## src/rtl/uart_tx_queue.sv

```systemverilog
// Byte FIFO feeding the uart transmitter through the four-phase tx_rdy/tx_en handshake.
// Producers push at up to one byte per clock; the drain FSM pops one byte per UART frame.
module uart_tx_queue #(
    parameter int unsigned DEPTH = 16,
    parameter int unsigned AW    = 4
) (
    input  logic          clk,
    input  logic          rst_n,
    input  logic          wr_en,
    input  logic [7:0]    wr_data,
    output logic          full,
    output logic          empty,
    output logic [AW:0]   count,
    output logic          ovf,
    input  logic          ovf_clr,
    input  logic          tx_rdy,
    output logic          tx_en,
    output logic [7:0]    tx_data,
    output logic          busy
);

    typedef enum logic {
        S_IDLE,
        S_ACK
    } state_t;

    localparam logic [AW:0] FULL_CNT = (AW+1)'(DEPTH);

    logic [7:0]    r_mem [DEPTH];
    logic [AW-1:0] r_wr_ptr;
    logic [AW-1:0] r_rd_ptr;
    logic [AW:0]   r_count;
    logic          r_ovf;
    logic [7:0]    r_tx_data;
    state_t        r_state;
    state_t        w_state_nxt;
    logic          w_full;
    logic          w_empty;
    logic          w_push;
    logic          w_pop;

    assign w_full  = (r_count == FULL_CNT);
    assign w_empty = (r_count == '0);
    // A pop on the same edge never frees room for a push against a full queue.
    assign w_push  = wr_en && !w_full;

    always_ff @(posedge clk or negedge rst_n) begin
        if (!rst_n) begin
            r_state <= S_IDLE;
        end else begin
            r_state <= w_state_nxt;
        end
    end

    always_comb begin
        w_state_nxt = r_state;
        w_pop       = 1'b0;
        unique case (r_state)
            S_IDLE: begin
                if (!w_empty && tx_rdy) begin
                    w_pop       = 1'b1;
                    w_state_nxt = S_ACK;
                end
            end
            S_ACK: begin
                if (!tx_rdy) begin
                    w_state_nxt = S_IDLE;
                end
            end
            default: w_state_nxt = S_IDLE;
        endcase
    end

    always_ff @(posedge clk) begin
        if (w_push) begin
            r_mem[r_wr_ptr] <= wr_data;
        end
    end

    always_ff @(posedge clk or negedge rst_n) begin
        if (!rst_n) begin
            r_wr_ptr  <= '0;
            r_rd_ptr  <= '0;
            r_count   <= '0;
            r_ovf     <= 1'b0;
            r_tx_data <= '0;
        end else begin
            if (w_push) begin
                r_wr_ptr <= r_wr_ptr + AW'(1);
            end
            if (w_pop) begin
                r_rd_ptr  <= r_rd_ptr + AW'(1);
                r_tx_data <= r_mem[r_rd_ptr];
            end
            if (w_push && !w_pop) begin
                r_count <= r_count + (AW+1)'(1);
            end else if (w_pop && !w_push) begin
                r_count <= r_count - (AW+1)'(1);
            end
            if (ovf_clr) begin
                r_ovf <= 1'b0;
            end else if (wr_en && w_full) begin
                r_ovf <= 1'b1;
            end
        end
    end

    assign full    = w_full;
    assign empty   = w_empty;
    assign count   = r_count;
    assign ovf     = r_ovf;
    assign tx_en   = (r_state == S_ACK);
    assign tx_data = r_tx_data;
    assign busy    = !w_empty || (r_state != S_IDLE);

endmodule

```

## config.mk

```make
export PLATFORM = sky130hd
export DESIGN_NAME = uart_tx_queue
export DESIGN_NICKNAME = d
export VERILOG_FILES = /design/src/rtl/uart_tx_queue.sv
export SDC_FILE = /design/constraint.sdc
export NUM_CORES = 1
export LEC_CHECK = 0
export CORE_ASPECT_RATIO = 0.6
export CORE_MARGIN = 8
export CORE_UTILIZATION = 45
export CTS_CLUSTER_SIZE = 20
export DETAILED_ROUTE_END_ITERATION = 8
export GPL_ROUTABILITY_DRIVEN = 1
export HOLD_SLACK_MARGIN = 0.1
export MAX_ROUTING_LAYER = met4
export SLEW_MARGIN = 20
export SYNTH_ARGS = -nofsm -noshare
export SYNTH_HDL_FRONTEND = slang
export SYNTH_SLANG_ARGS = --single-unit
```

## constraint.sdc

```tcl
create_clock -name clk -period 4.81 [get_ports clk]
set_clock_uncertainty 0.05 [all_clocks]
set_input_delay 0.962 -clock clk [delete_from_list [all_inputs] [get_ports clk]]
set_output_delay 0.962 -clock clk [all_outputs]
set_load 0.03 [all_outputs]
```

# After elaboration in Yosys (flattened, before gate mapping)

Memories as Yosys holds them, arrays and structs flattened. A register that Yosys moved wholly into a read port is not among the register bits.
Index checks and enable logic that the tools add are counted.

Register bits: 15
Memory bits (writable): 128
Output and inout bits: 18
Word-level logic and storage cells: 36
Memories: 1

Memory list:

| name  | depth | bits a word | rd ports | clocked after Yosys merged registers in | write ports | line | RTL |
|---|---|---|---|---|---|---|---|
| r_mem | 16    | 8           | 1        | 1                                       | 1           | 29   | `logic [7:0] r_mem [DEPTH];` |

Add/subtract/negate cells: 4
Equality and inequality tests: 1
Mux-type cells: 10
Bitwise logic cells: 1
Reduce and logical (&&, ||, !) cells: 14

Operators by type and width:

| kind                                              | count |
|---|---|
| 2-to-1 mux 5 bit                                  | 2 |
| adder 4 x 1 -> 4 bit (second input constant)      | 2 |
| 2-to-1 mux 1 bit                                  | 7 |
| adder 5 x 1 -> 5 bit (second input constant)      | 1 |
| == test 5 bit (second input constant)             | 1 |
| logical AND 1 bit                                 | 5 |
| zero test 1 bit                                   | 5 |
| zero test 5 bit                                   | 1 |
| subtractor 5 x 1 -> 5 bit (second input constant) | 1 |
| nonzero test 2 bit                                | 2 |
| case mux 1 bit (2 select lines)                   | 1 |
| logical OR 1 bit                                  | 1 |
| inverter 1 bit                                    | 1 |

# Logic depth before layout (Yosys ltp)

Word-level depth: 8
Gate-level depth with buffers: 10
Gate-level depth less buffers: 9

# Worst setup path after synthesis

Ideal clock, no wire load.

Kind: reg2reg
From: reg r_count[0] (netlist: count[0])
To: reg r_count[4] (netlist: count[4])
Library setup time: 0.138 ns
Arrival: 2.793 ns
Slack: 1.828 ns
Cell stages (with the launch flop): 11
Clock period less this slack: 2.982 ns
Path through: dfrtp_1 or4_1 o21ai_2 buf_2 ha_1 inv_1 fa_1 a21o_1 a21oi_1 mux2i_1 xnor2_1

Cells in the longest elaborated chain, start to end: 8

RTL lines:

| what                                                          | line | RTL |
|---|---|---|
| start, declared                                               | 32   | `logic [AW:0] r_count;` |
| start signal, assigned                                        | 96   | `r_count <= r_count + (AW+1)'(1);` |
| start signal, assigned                                        | 98   | `r_count <= r_count - (AW+1)'(1);` |
| zero test 5 bit                                               | 43   | `assign w_empty = (r_count == '0);` |
| zero test 1 bit                                               | 60   | `if (!w_empty && tx_rdy) begin` |
| logical AND 1 bit                                             | 60   |  |
| 2-to-1 mux 1 bit                                              | 60   |  |
| 2-to-1 mux 1 bit                                              | 58   | `unique case (r_state)` |
| zero test 1 bit                                               | 95   | `if (w_push && !w_pop) begin` |
| logical AND 1 bit                                             | 95   |  |
| 2-to-1 mux 5 bit / nonzero test 2 bit (equally long branches) | n/a  |  |

Parallel ways exist; a longest one is shown, timed or not. The select of a mux whose other input is x is not followed.
A chain may end at the register's enable or synchronous reset.

# Final worst setup path

Same ends and word-level chain as after synthesis.

==> results.toml <==
[outcome]
run_status = "complete, no violations"

[critical_path]
critical_path_cell_count = 9
r2r_slack_ns = 1.25
cp_num_buf_inv = 1
crit_path_end_kind = "flop"
critical_path.cell_chain = "or4_1 -> o21ai_2 -> ha_1 -> inv_1 -> fa_1 -> a21o_1 -> a21oi_1 -> mux2i_1 -> xnor2_1"
crit-reg2reg-launch = "count[0]"
timing.setup.critical_path_class = "flop to flop"
worst_setup_path_start_kind = "flop"
max_stage_delay_ns = 0.78
crit-reg2reg-capture = "count[4]"
cp.arrival_ns = 3.84
crit_start = "count[0]"
crit_family = "compound AO/OA/AOI/OAI gates"
critical_path.slowest_cell = "sky130_fd_sc_hd__o21ai_2"
cp_max_fo = 21
crit_required_ns = 5.09
ff2ff_path_depth = 9
worstSetupEndpoint = "count[4]"

[sta]
totalNegativeSetupSlack_ns = 0
clock.fmax_mhz = 281
hold_viol = 0
drv_slew = 0
worst_slew_pin_slew_ns = 1.01
finalWorstPathRequiredPeriod_ns = 3.56
setup-violations-final = 0
final.hold.worst_slack_ns = 0.455
rsz0062_at_grt = "no"
timing.final.crit_share_pct = 73.9
timing.slew.headroom_pct = 32.4

[clock_network]
numCtsBuffers = 17
cts.path.max_buffers = 2
postCtsSetupRepairBufs = 0
tritoncts_sink_count = 151
htree_num_levels = 4
cts_hold_repair.buffers = 0
cts_tree = "built"
clockRootBuffer = "sky130_fd_sc_hd__clkbuf_16"
cts_resized = 0
insertion_delay_ns = 0.41
clock_transition_at_the_registers_of_the_reported_paths_ns = 0.06

[routing]
route.detailed.wl_per_inst_um = 21.6
postRouteWirelength_um = 11800
route.detailed.vias_per_inst = 5.38
post_detailed_route_drc_marker_count = 0
detail_route.iter0.violations = 169
routed-via-count = 2924
detail_route.first_pass.iterations = 4
drtAntennaViolNets = 0

[yosys]
ys_types = 35
syn_area_um2 = 6130
share_of_the_yosys_chip_area_belonging_to_registers_pct = 72.1
syn_area_per_cell_um2 = 19.4
synth.net_count = 339
synth-warning-count = 0
ys_ff_latch = 151
synthCells = 316

[die]
die_width_um = 167
floorplan.initialDensity_pct = 45.5
num_io_pins = 31
floorplan.die.height_um = 106
die_area_um2 = 17700
core_um2 = 13500
placement_rows = 33

[layout]
nets = 380
flow.area_growth_from_synthesis_pct = 17.0
num_antenna_cells = 0
layout.cells.most_common = "sky130_fd_sc_hd__edfxtp_1"
final_layout_size_suffix_gt1_share_pct = 19.0
mostFrequentLayoutCells = "sky130_fd_sc_hd__edfxtp_1, sky130_fd_sc_hd__clkdlybuf4s50_1, sky130_fd_sc_hd__dfrtp_1"

[power_and_ir_drop]
ir_drop_mv = 0.305
static-leakage-power_nw = 2.49
powerDensity_nw_per_um2 = 609

[grt]
grt_util_all_layers_pct = 14.7
grt_max_degree = 30
grt_first_pass_wirelength_um = 18800
antenna_found_initial = 0
globalRouteOverflowTotal = 0
grt_pass1_vias = 3196

[placed_design]
dpl.hpwl_um = 7560
finalWeightedCongestion = 0.787
buffer_ports.inserted = 30

[run]
timing.max_cap.violations = 0

[hold_path]
hold_path_class = "flop to flop"
==> state kept, by name, indices dropped and copies added (netlist names) <==
| register | cells |
|---|---|
| ovf | 1 |
| tx_data | 8 |
| count | 5 |
| r_mem | 128 |
| tx_en | 1 |
| r_rd_ptr | 4 |
| r_wr_ptr | 4 |
==> area by class of cell <==
cell class	instances	area, um^2
clock inverter	14	153
timing repair buffer	38	360
clock buffer	17	425
inverter	4	15.0
fill	1060	6290
multi-input combinational	145	1580
tap	175	219
sequential	151	4420
==> power by group <==
part           leakage, nW  internal (W)  switching (W)
registers             1.43       0.00162       0.000229
logic                0.777      0.000623       0.000596
clock network        0.277      0.000766       0.000525
==> worst min path at each step <==
stage	start	endpoint	slack, ns	depth (start not counted)
finish	tx_data[3]	tx_data[3]	0.45	1
global route	tx_data[0]	tx_data[0]	0.48	1
CTS	tx_data[3]	tx_data[3]	0.46	1
detailed placement	tx_data[3]	tx_data[3]	0.44	1
global placement	ovf	ovf	0.43	2
floorplan	r_wr_ptr[0]	r_wr_ptr[3]	0.52	2
==> worst reg2reg max path: cells and delay by family (launching register included) <==
kind | cells | cell delay [ns]
AO/OA/AOI/OAI | 3 | 1.14
AND/OR/NAND/NOR | 1 | 0.63
buffers and inverters | 1 | 0.12
XOR/XNOR | 1 | 0.13
multiplexers | 1 | 0.23
flip-flops | 1 | 0.45
adder cells (fa/ha/maj) | 2 | 0.74
==> cells in the mapped netlist, drive strengths merged <==
| master | instances | area share (%) |
|---|---|---|
| a211o | 3 | 0.43 |
| a21boi | 1 | 0.18 |
| a21o | 2 | 0.25 |
| a21oi | 6 | 0.49 |
| a22o | 3 | 0.43 |
| and2 | 2 | 0.20 |
| buf | 13 | 1.7 |
| clkbuf | 3 | 0.18 |
| dfrtp | 23 | 9.4 |
| edfxtp | 128 | 63 |
| fa | 1 | 0.33 |
| ha | 9 | 1.8 |
| inv | 4 | 0.25 |
| mux2 | 7 | 1.3 |
| mux2i | 14 | 2.3 |
| mux4 | 32 | 12 |
| nand2 | 13 | 0.80 |
| nand2b | 2 | 0.20 |
| nand3 | 1 | 0.082 |
| nand4 | 1 | 0.10 |
| nor2 | 18 | 1.1 |
| nor2b | 4 | 0.41 |
| nor3 | 4 | 0.33 |
| nor4 | 1 | 0.10 |
| o21ai | 9 | 0.80 |
| or3 | 1 | 0.10 |
| or4 | 1 | 0.12 |
| xnor2 | 7 | 1.0 |
| xor2 | 3 | 0.43 |
==> through the flow <==
step	power (W)	instance area [um^2]	setup WS [ns]	instances	utilization [%]
global placement	0.00310	6590	1.29	513	49.0
finish	0.00436	7170	1.25	544	53.3
global route	0.00459	7170	0.967	544	53.3
floorplan	0.00275	6130	1.83	316	-
CTS	0.00441	7170	1.24	544	53.3
detailed placement	0.00312	6590	1.21	513	49.0
==> layer usage <==
layer  up-vias  share of wire, %  GRT usage (%)
li1       1338                 -              -
met1      1501                47           20.2
met2        74                44           21.1
met3        11               7.4           3.81
met4         0               1.2           4.61
met5         -                 0              -
==> cell families after synthesis <==
| group | share of synthesized area [%] |
|---|---|
| mux | 16.0 |
| compound gates | 2.57 |
| buf+inv | 2.12 |
| fa+ha+maj | 2.17 |
| simple gates | 3.55 |
| flops | 72.1 |
| xor+xnor | 1.43 |
No activity file was read; power rests on OpenSTA's default activity.
